File: config.mk
export PLATFORM = sky130hd
export DESIGN_NAME = axi_master_arbiter
export DESIGN_NICKNAME = d
export VERILOG_FILES = /design/src/rtl/axi_master_arbiter.sv
export SDC_FILE = /design/constraint.sdc
export NUM_CORES = 1
export LEC_CHECK = 0
export ABC_AREA = 1
export BUFFER_PORTS_ARGS = -buffer_cell sky130_fd_sc_hd__buf_2
export CORE_AREA = 2 2 217 219
export DETAILED_ROUTE_END_ITERATION = 12
export DIE_AREA = 0 0 219 221
export HOLD_SLACK_MARGIN = 0.12
export REMOVE_ABC_BUFFERS = 1
export SLEW_MARGIN = 20
export SYNTH_ARGS = -nofsm -noshare
export SYNTH_HDL_FRONTEND = slang
export SYNTH_SLANG_ARGS = --single-unit
File: constraint.sdc
create_clock -name clk -period 1.5 [get_ports clk]
set_input_delay 0.225 -clock clk [delete_from_list [all_inputs] [get_ports clk]]
set_output_delay 0.225 -clock clk [all_outputs]
set_load 0.03 [all_outputs]
File: src/rtl/axi_master_arbiter.sv
// Two-master (fetch / load-store) arbiter feeding a single-outstanding AXI bridge port.
// Define ARB_ROUND_ROBIN_EN to alternate priority on contention instead of fixed LS > IF.
module axi_master_arbiter #(
  parameter int ADDR_W = 64,
  parameter int DATA_W = 64,
  parameter int LEN_W  = 8
) (
  input  logic              clk,
  input  logic              reset,
  input  logic              if_req,
  input  logic [ADDR_W-1:0] if_addr,
  input  logic [LEN_W-1:0]  if_len,
  input  logic [1:0]        if_size,
  output logic              if_gnt,
  output logic              if_rvalid,
  output logic [DATA_W-1:0] if_rdata,
  output logic              if_done,
  output logic              if_err,
  input  logic              ls_req,
  input  logic              ls_we,
  input  logic [ADDR_W-1:0] ls_addr,
  input  logic [DATA_W-1:0] ls_wdata,
  input  logic [LEN_W-1:0]  ls_len,
  input  logic [1:0]        ls_size,
  output logic              ls_gnt,
  output logic              ls_rvalid,
  output logic [DATA_W-1:0] ls_rdata,
  output logic              ls_done,
  output logic              ls_err,
  output logic              mem_ar_valid,
  output logic              mem_aw_valid,
  output logic [ADDR_W-1:0] mem_addr,
  output logic [LEN_W-1:0]  mem_len,
  output logic [1:0]        mem_size,
  output logic [DATA_W-1:0] mem_data,
  input  logic              mem_ar_ready,
  input  logic              mem_aw_ready,
  input  logic              mem_r_valid,
  input  logic [DATA_W-1:0] mem_r_data,
  input  logic [1:0]        mem_resp
);

  typedef enum logic [1:0] {IDLE, RD_ADDR, RD_DATA, WR} state_e;

  state_e            state_q, state_d;
  logic              owner_q, owner_d;
  logic              ar_valid_q, ar_valid_d;
  logic              aw_valid_q, aw_valid_d;
  logic [ADDR_W-1:0] addr_q, addr_d;
  logic [LEN_W-1:0]  len_q, len_d;
  logic [1:0]        size_q, size_d;
  logic [DATA_W-1:0] data_q, data_d;
  logic [LEN_W-1:0]  beat_q, beat_d;
  logic              err_acc_q, err_acc_d;
  logic              if_done_q, if_done_d;
  logic              if_err_q, if_err_d;
  logic              ls_done_q, ls_done_d;
  logic              ls_err_q, ls_err_d;
  logic              win_ls;
  logic              rd_beat;
`ifdef ARB_ROUND_ROBIN_EN
  logic              last_q, last_d;
`endif

  // Winner selection: LS is picked whenever it is the only requester or holds priority.
  always_comb begin
`ifdef ARB_ROUND_ROBIN_EN
    win_ls = ls_req & (~if_req | ~last_q);
`else
    win_ls = ls_req;
`endif
  end

  always_comb begin
    state_d    = state_q;
    owner_d    = owner_q;
    ar_valid_d = ar_valid_q;
    aw_valid_d = aw_valid_q;
    addr_d     = addr_q;
    len_d      = len_q;
    size_d     = size_q;
    data_d     = data_q;
    beat_d     = beat_q;
    err_acc_d  = err_acc_q;
    if_done_d  = 1'b0;
    if_err_d   = 1'b0;
    ls_done_d  = 1'b0;
    ls_err_d   = 1'b0;
    if_gnt     = 1'b0;
    ls_gnt     = 1'b0;
`ifdef ARB_ROUND_ROBIN_EN
    last_d     = last_q;
`endif
    case (state_q)
      IDLE: begin
        if (if_req || ls_req) begin
          owner_d = win_ls;
          if_gnt  = ~win_ls;
          ls_gnt  = win_ls;
`ifdef ARB_ROUND_ROBIN_EN
          last_d  = win_ls;
`endif
          addr_d  = win_ls ? ls_addr : if_addr;
          size_d  = win_ls ? ls_size : if_size;
          data_d  = win_ls ? ls_wdata : '0;
          if (win_ls && ls_we) begin
            len_d      = '0;
            aw_valid_d = 1'b1;
            state_d    = WR;
          end else begin
            len_d      = win_ls ? ls_len : if_len;
            ar_valid_d = 1'b1;
            state_d    = RD_ADDR;
          end
        end
      end
      RD_ADDR: begin
        if (mem_ar_ready) begin
          ar_valid_d = 1'b0;
          beat_d     = '0;
          err_acc_d  = 1'b0;
          state_d    = RD_DATA;
        end
      end
      RD_DATA: begin
        if (mem_r_valid) begin
          err_acc_d = err_acc_q | (mem_resp != 2'b00);
          beat_d    = beat_q + 1'b1;
          // Compare before increment so a full 2^LEN_W-beat burst ends cleanly.
          if (beat_q == len_q) begin
            if_done_d = ~owner_q;
            if_err_d  = ~owner_q & err_acc_d;
            ls_done_d = owner_q;
            ls_err_d  = owner_q & err_acc_d;
            state_d   = IDLE;
          end
        end
      end
      WR: begin
        if (mem_aw_ready) begin
          aw_valid_d = 1'b0;
          ls_done_d  = 1'b1;
          ls_err_d   = (mem_resp != 2'b00);
          state_d    = IDLE;
        end
      end
      default: state_d = IDLE;
    endcase
    // A grant seen during reset would be lost, so never advertise one.
    if (reset) begin
      if_gnt = 1'b0;
      ls_gnt = 1'b0;
    end
  end

  always_ff @(posedge clk) begin
    if (reset) begin
      state_q    <= IDLE;
      owner_q    <= 1'b0;
      ar_valid_q <= 1'b0;
      aw_valid_q <= 1'b0;
      addr_q     <= '0;
      len_q      <= '0;
      size_q     <= '0;
      data_q     <= '0;
      beat_q     <= '0;
      err_acc_q  <= 1'b0;
      if_done_q  <= 1'b0;
      if_err_q   <= 1'b0;
      ls_done_q  <= 1'b0;
      ls_err_q   <= 1'b0;
`ifdef ARB_ROUND_ROBIN_EN
      last_q     <= 1'b0;
`endif
    end else begin
      state_q    <= state_d;
      owner_q    <= owner_d;
      ar_valid_q <= ar_valid_d;
      aw_valid_q <= aw_valid_d;
      addr_q     <= addr_d;
      len_q      <= len_d;
      size_q     <= size_d;
      data_q     <= data_d;
      beat_q     <= beat_d;
      err_acc_q  <= err_acc_d;
      if_done_q  <= if_done_d;
      if_err_q   <= if_err_d;
      ls_done_q  <= ls_done_d;
      ls_err_q   <= ls_err_d;
`ifdef ARB_ROUND_ROBIN_EN
      last_q     <= last_d;
`endif
    end
  end

  assign rd_beat      = (state_q == RD_DATA) & mem_r_valid;
  assign if_rvalid    = rd_beat & ~owner_q;
  assign ls_rvalid    = rd_beat & owner_q;
  assign if_rdata     = if_rvalid ? mem_r_data : '0;
  assign ls_rdata     = ls_rvalid ? mem_r_data : '0;
  assign if_done      = if_done_q;
  assign if_err       = if_err_q;
  assign ls_done      = ls_done_q;
  assign ls_err       = ls_err_q;
  assign mem_ar_valid = ar_valid_q;
  assign mem_aw_valid = aw_valid_q;
  assign mem_addr     = addr_q;
  assign mem_len      = len_q;
  assign mem_size     = size_q;
  assign mem_data     = data_q;

endmodule

==> impl_metrics.tcl, run 1 <==
set metrics [dict create \
    start_util_pct 15.5 \
    cts_root_buf "clkbuf_16" \
    ys_types 36 \
    die_y_um 221 \
    path_class "flop to output pin" \
    grt_max_degree 65 \
    synthCells 922 \
    ys.flop_type "dfxtp_1" \
    fmax_mhz 506 \
    crit_required_ns 1.27 \
    wl_per_cell_um 18.0 \
    synth_edf_count 0 \
    syn_avg_cell_area_sq_um 7.74 \
    power_density_nw_per_um2 1050 \
    setup_viol 273 \
    cts.clk_slew.worst_paths_ns 0.06 \
    std_cell_rows 79 \
    fin_skew_ns 0.0125 \
    area_growth_pct 126 \
    ys_ff_latch 156 \
    peakVddDrop_mv 0.904 \
    port_buffers 561 \
    worst_slack_ns -0.476 \
    ctsLongestPathBuffers 2 \
    drtIter0Drc 567 \
    syn_area_sq_um 7130 \
    dr.pass1.iters 5 \
    maxSlewHeadroom_pct 60.3 \
    drive_above_1_share_pct 50.4 \
    dieArea_sq_um 48400 \
    antenna_found_initial 1 \
    outcome "finished with violations" \
    worst_pin_slew_ns 0.595 \
    power.total_mw 17.0 \
    grtUsageTotal_pct 15.0 \
    rsz0062_at_grt "yes" \
    hold_viol_final 0 \
    drc 0 \
    synth_warnings 0 \
    grt_pass1_vias 9906 \
    cts.sinks 156 \
    path_max_fanout 9 \
    finish.utilization_pct 35.1 \
    ys_seq_area_share_pct 43.8 \
    num_antenna_cells 0 \
    fin_area_sq_um 16200 \
    cts_tree "yes" \
    viasPerCell 4.36 \
    cap_violations 0 \
    drt-total-wl_um 42200 \
    async_flop_share_pct 0 \
    coreArea_sq_um 46100 \
    grt_pass1_wl_um 55300 \
    htreeDepth 4 \
    ant_nets 0 \
    cts_buffers 17 \
    ios 562 \
    leakage_nw 7.56 \
    place_congestion 0.938 \
    nets 2016 \
    cp.arrival_ns 1.75 \
    violations "setup timing" \
    final.setup.tns_ns -74.44 \
    period_needed_ns 1.98 \
    slew_viol_final 0 \
    vias 10200 \
    end_kind "output pin" \
    start_kind "flop" \
    overflow 0 \
    period_share_pct 132 \
    dp_hpwl_um 23000 \
    die-width_um 219 \
    nFillCells 4500 \
    dpl_cell_area_sq_um 10800 \
    min_path_type "primary input to flop" \
    clk_latency_ns 0.47 \
]
[sequential cells by signal, summed over array words and instances, names as in the netlist, 2 cells and up]
register / cells
mem_size: 2
mem_len: 8
state_q: 2
mem_addr: 64
mem_data: 64
beat_q: 8
[routing by layer]
layer | vias to the layer above | global-route usage [%] | share of wire, %
met1 | 4805 | 15.8 | 38
li1 | 4734 | - | -
met5 | - | 0 | 0.031
met2 | 600 | 26.6 | 50
met3 | 94 | 4.37 | 8.6
met4 | 2 | 8.35 | 3.5
[area by class of cell]
type	count	area, sq um	share of cell area (%)
clock buffer	20	467	2.89
clock inverter	11	83.8	0.519
inverter	86	343	2.12
multi-input combinational	603	4200	26.0
sequential	156	3130	19.3
tap	607	759	4.70
timing repair buffer	865	7180	44.4
[critical path, stage by stage, from the launching register on]
cell and delay [ns]:
dfxtp_2 0.34, inv_2 0.05, nor2_4 0.10, buf_6 0.11
nand3_4 0.07, buf_12 0.16, clkbuf_16 0.18, nor2_1 0.11
buf_4 0.17
[cells in the final DEF (no fill, tap or decap), drive strengths merged]
cell / n
nor3b: 1
buf: 643
nor2: 152
a31oi: 66
nand3: 9
clkinv: 6
a32o: 64
clkinvlp: 1
xnor2: 6
nor4: 2
o31ai: 1
clkbuf: 36
nand2: 198
nor3: 7
o21ai: 74
nand4: 1
ha: 1
a31o: 1
dlygate4sd3: 206
inv: 90
nand3b: 1
dfxtp: 156
a211oi: 1
xor2: 1
a21o: 1
a21oi: 16
[kinds of logic after synthesis]
kind of cell / Yosys count / share of synthesized area, %
AOI/OAI and AO/OA: 224 / 21.6
xor gates and xnor gates: 7 / 0.859
adders and majority gates: 1 / 0.175
buffers and inverters: 163 / 10.2
DFF: 156 / 43.8
and+or+nand+nor: 371 / 23.5
[synth_stat cells (2+ instances only)]
master    count  area, sq um
nand2_1     196          736
dfxtp_1     156         3120
nor2_1       88          330
inv_1        79          297
o21ai_0      68          340
a31oi_1      66          413
a32o_1       64          641
nor2_2       52          325
clkbuf_1     36          135
buf_2        23          115
a21oi_1      16         80.1
nor2_4       12          135
buf_4         8         60.1
nand3_1       8         40.0
buf_6         7         78.8
inv_2         7         26.3
nor3_1        6         30.0
xnor2_1       6         52.6
o21ai_1       5         25.0
buf_1         2         7.51
nand2_2       2         12.5
[through the flow]
step	instances	hold WS [ns]	setup slack [ns]
3_5_place_dp	2061	0.441	-0.115
3_3_place_gp	2061	0.435	-0.0887
6_report	2348	0.167	-0.476
5_1_grt	2348	0.152	-0.556
2_1_floorplan	845	0.294	-1.89
4_1_cts	2322	0.121	-0.541
[path summary, 6_finish.rpt]
path,cells after the start,end,from,slack (ns)
hold reg to reg,2,err_acc_q,err_acc_q,0.48
setup / recovery,8,if_rdata[55],state_q[1],-0.48
hold / removal,5,ls_err,mem_resp[0],0.17
setup reg to reg,8,mem_data[57],state_q[1],-0.22
[power breakdown]
group | internal [mW] | switching (mW)
Clock | 2.25 | 1.89
Combinational | 3.29 | 4.37
Sequential | 4.76 | 0.451
Total | 10.3 | 6.71
[timing repair]
item / 4_1_cts / 5_1_grt
endpoints found under the setup margin: 237 / 285
endpoints found under the hold margin: 138 / 0
resized for setup: 262 / 271
pin swaps: 5 / 6
setup buffers: 12 / 13
hold buffers: 206 / 0
gates cloned: 12 / 19
No activity file was read; power rests on OpenSTA's default activity.
==> run 2, diff against run 1 <==
- CTS_BUF_LIST: default -> sky130_fd_sc_hd__clkbuf_16
==> run 2 against run 1 <==
Effect of this change:
- the flow still finishes with violations (setup timing)
- via count increased by 2.0%
- design area increased by 4.6%
- global-route usage increased by 0.32 points
- sequential share of layout area decreased by 0.83 points
- utilization increased by 1.6 points
- non-clock buffer count increased by 30
- critical path type unchanged
==> impl_metrics.tcl, run 2 (synthesized netlist as in run 1, its figures left out) <==
set metrics [dict create \
    outcome "finished with violations" \
    violations "setup timing" \
    setup_viol 275 \
    ios 562 \
    final_common_cell "buf_2" \
    cts_buffers 17 \
    cp_num_buf_inv 5 \
    startpoint "state_q[1]" \
    antenna_found_initial 1 \
    dp_cells 2061 \
    grtUsageTotal_pct 15.3 \
    htreeDepth 4 \
    std_cell_rows 79 \
    rsz0062_at_grt "yes" \
    power_frac_comb_pct 48.2 \
    area_growth_pct 137 \
    vias 10400 \
    cts_root_buf "clkbuf_16" \
    nets 2046 \
    fin_skew_ns 0.0112 \
    grt_pass1_wl_um 56300 \
    drtIter0Drc 623 \
    period_needed_ns 2.00 \
    peakVddDrop_mv 0.809 \
    start_kind "flop" \
    hold_viol_final 0 \
    die-width_um 219 \
    p_seq_share_pct 29.3 \
    slowest_delay_ns 0.34 \
    grt_pass1_vias 10000 \
    slew_viol_final 0 \
    p_sw_share_pct 39.6 \
    ctsLongestPathBuffers 2 \
    leakage_nw 7.85 \
    cp_cell_sequence "inv_2 > nor2_4 > buf_6 > nand3_4 > buf_12 > clkbuf_16 > nor2_1 > buf_4" \
    cap_violations 0 \
    cts.sinks 156 \
    end_kind "output pin" \
    clk_latency_ns 0.47 \
    period_share_pct 134 \
    start_util_pct 15.5 \
    finish.utilization_pct 36.7 \
    crit_required_ns 1.27 \
    worst_pin_slew_ns 0.600 \
    cp.arrival_ns 1.78 \
    path_max_fanout 9 \
    path_delay_family "buffers and inverters" \
    maxSlewHeadroom_pct 60.0 \
    drc 0 \
    wl_per_cell_um 18.5 \
    power_density_nw_per_um2 1050 \
    ant_nets 0 \
    nFillCells 4426 \
    regArea_sq_um 3130 \
    viasPerCell 4.39 \
    place_congestion 0.938 \
    dp_hpwl_um 23000 \
    p_clk_share_pct 22.5 \
    crit_slowest_cell "dfxtp_2" \
    hp-start "if_len[6]" \
    die_y_um 221 \
    fmax_mhz 499 \
    dr.pass1.iters 5 \
    overflow 0 \
    p_sw_mw 7.03 \
    worst_slack_ns -0.504 \
    port_buffers 561 \
    min_path_type "primary input to flop" \
    instances_no_fill 2378 \
    cts_tree "yes" \
    dieArea_sq_um 48400 \
    final_cell_mix "buf_2 (427), dlygate4sd3_1 (206), nand2_1 (191), dfxtp_1 (152), buf_6 (121)" \
    r2r-start "state_q[1]" \
    multiInputGateArea_sq_um 4400 \
    drt-total-wl_um 44000 \
    cts.clk_slew.worst_paths_ns 0.07 \
    drive_above_1_share_pct 52.2 \
    power.internal_mw 10.7 \
    num_antenna_cells 0 \
    grt_max_degree 65 \
    path_class "flop to output pin" \
    coreArea_sq_um 46100 \
]
-- run 2: worst reg2reg max path: cells and delay by family, from the launching register on --
| family | cells | cell delay, ns |
|---|---|---|
| AOI/OAI and AO/OA | 2 | 0.30 |
| buffers and inverters | 8 | 1.00 |
| DFF | 1 | 0.32 |
| and+or+nand+nor | 1 | 0.15 |
-- run 2: layout make-up --
type	instances	share of cell area [%]
repair buffers	895	45.8
multi-input cells	603	26.0
clock inverters	14	0.563
inverters	86	2.10
flip-flops and latches	156	18.5
well taps	607	4.49
clock buffers	17	2.52
-- run 2: final timing paths --
path | end | slack [ns] | cells after the start
max | if_rdata[44] | -0.50 | 8
min | mem_len[6] | 0.16 | 5
max reg2reg | mem_data[34] | -0.38 | 11
min reg2reg | err_acc_q | 0.48 | 2
-- run 2: metrics by stage --
stage / power [mW] / TNS (ns) / hold slack (ns) / worst slack (ns) / area, sq um
after floorplan: 7.93 / -403.83 / 0.294 / -1.89 / 6730
after global placement: 9.93 / -7.28 / 0.435 / -0.0887 / 10800
after detailed placement: 9.99 / -9.99 / 0.441 / -0.115 / 10800
after CTS: 16.3 / -90.47 / 0.121 / -0.541 / 14900
after global routing: 18.5 / -117.30 / 0.150 / -0.586 / 16900
final: 17.8 / -94.93 / 0.155 / -0.504 / 16900
-- run 2: layer usage --
metal  vias to the layer above  wire, um  track usage (%)
li1                       4802         -                -
met1                      4895     16600             16.3
met2                       638     21900             26.9
met3                       102      3720             4.91
met4                         2      1770             8.04
met5                         -        13                0
-- run 2: power groups by stage --
stage          sequential (mW)  combinational (mW)  clock [mW]
6_report                  5.21                8.57        3.99
5_1_grt                   5.26                8.98        4.27
4_1_cts                   5.13                7.02        4.16
3_5_place_dp              5.18                4.80           0
3_3_place_gp              5.17                4.76           0
2_1_floorplan             6.28                1.65           0
-- run 2: timing repair --
item                                    4_1_cts  5_1_grt
gates cloned                                 18       27
endpoints found under the setup margin      236      284
hold buffers                                206        0
gates resized for setup                     283      319
setup buffers                                19       25
hold endpoints to repair                    138        0
pin swaps                                     9       27
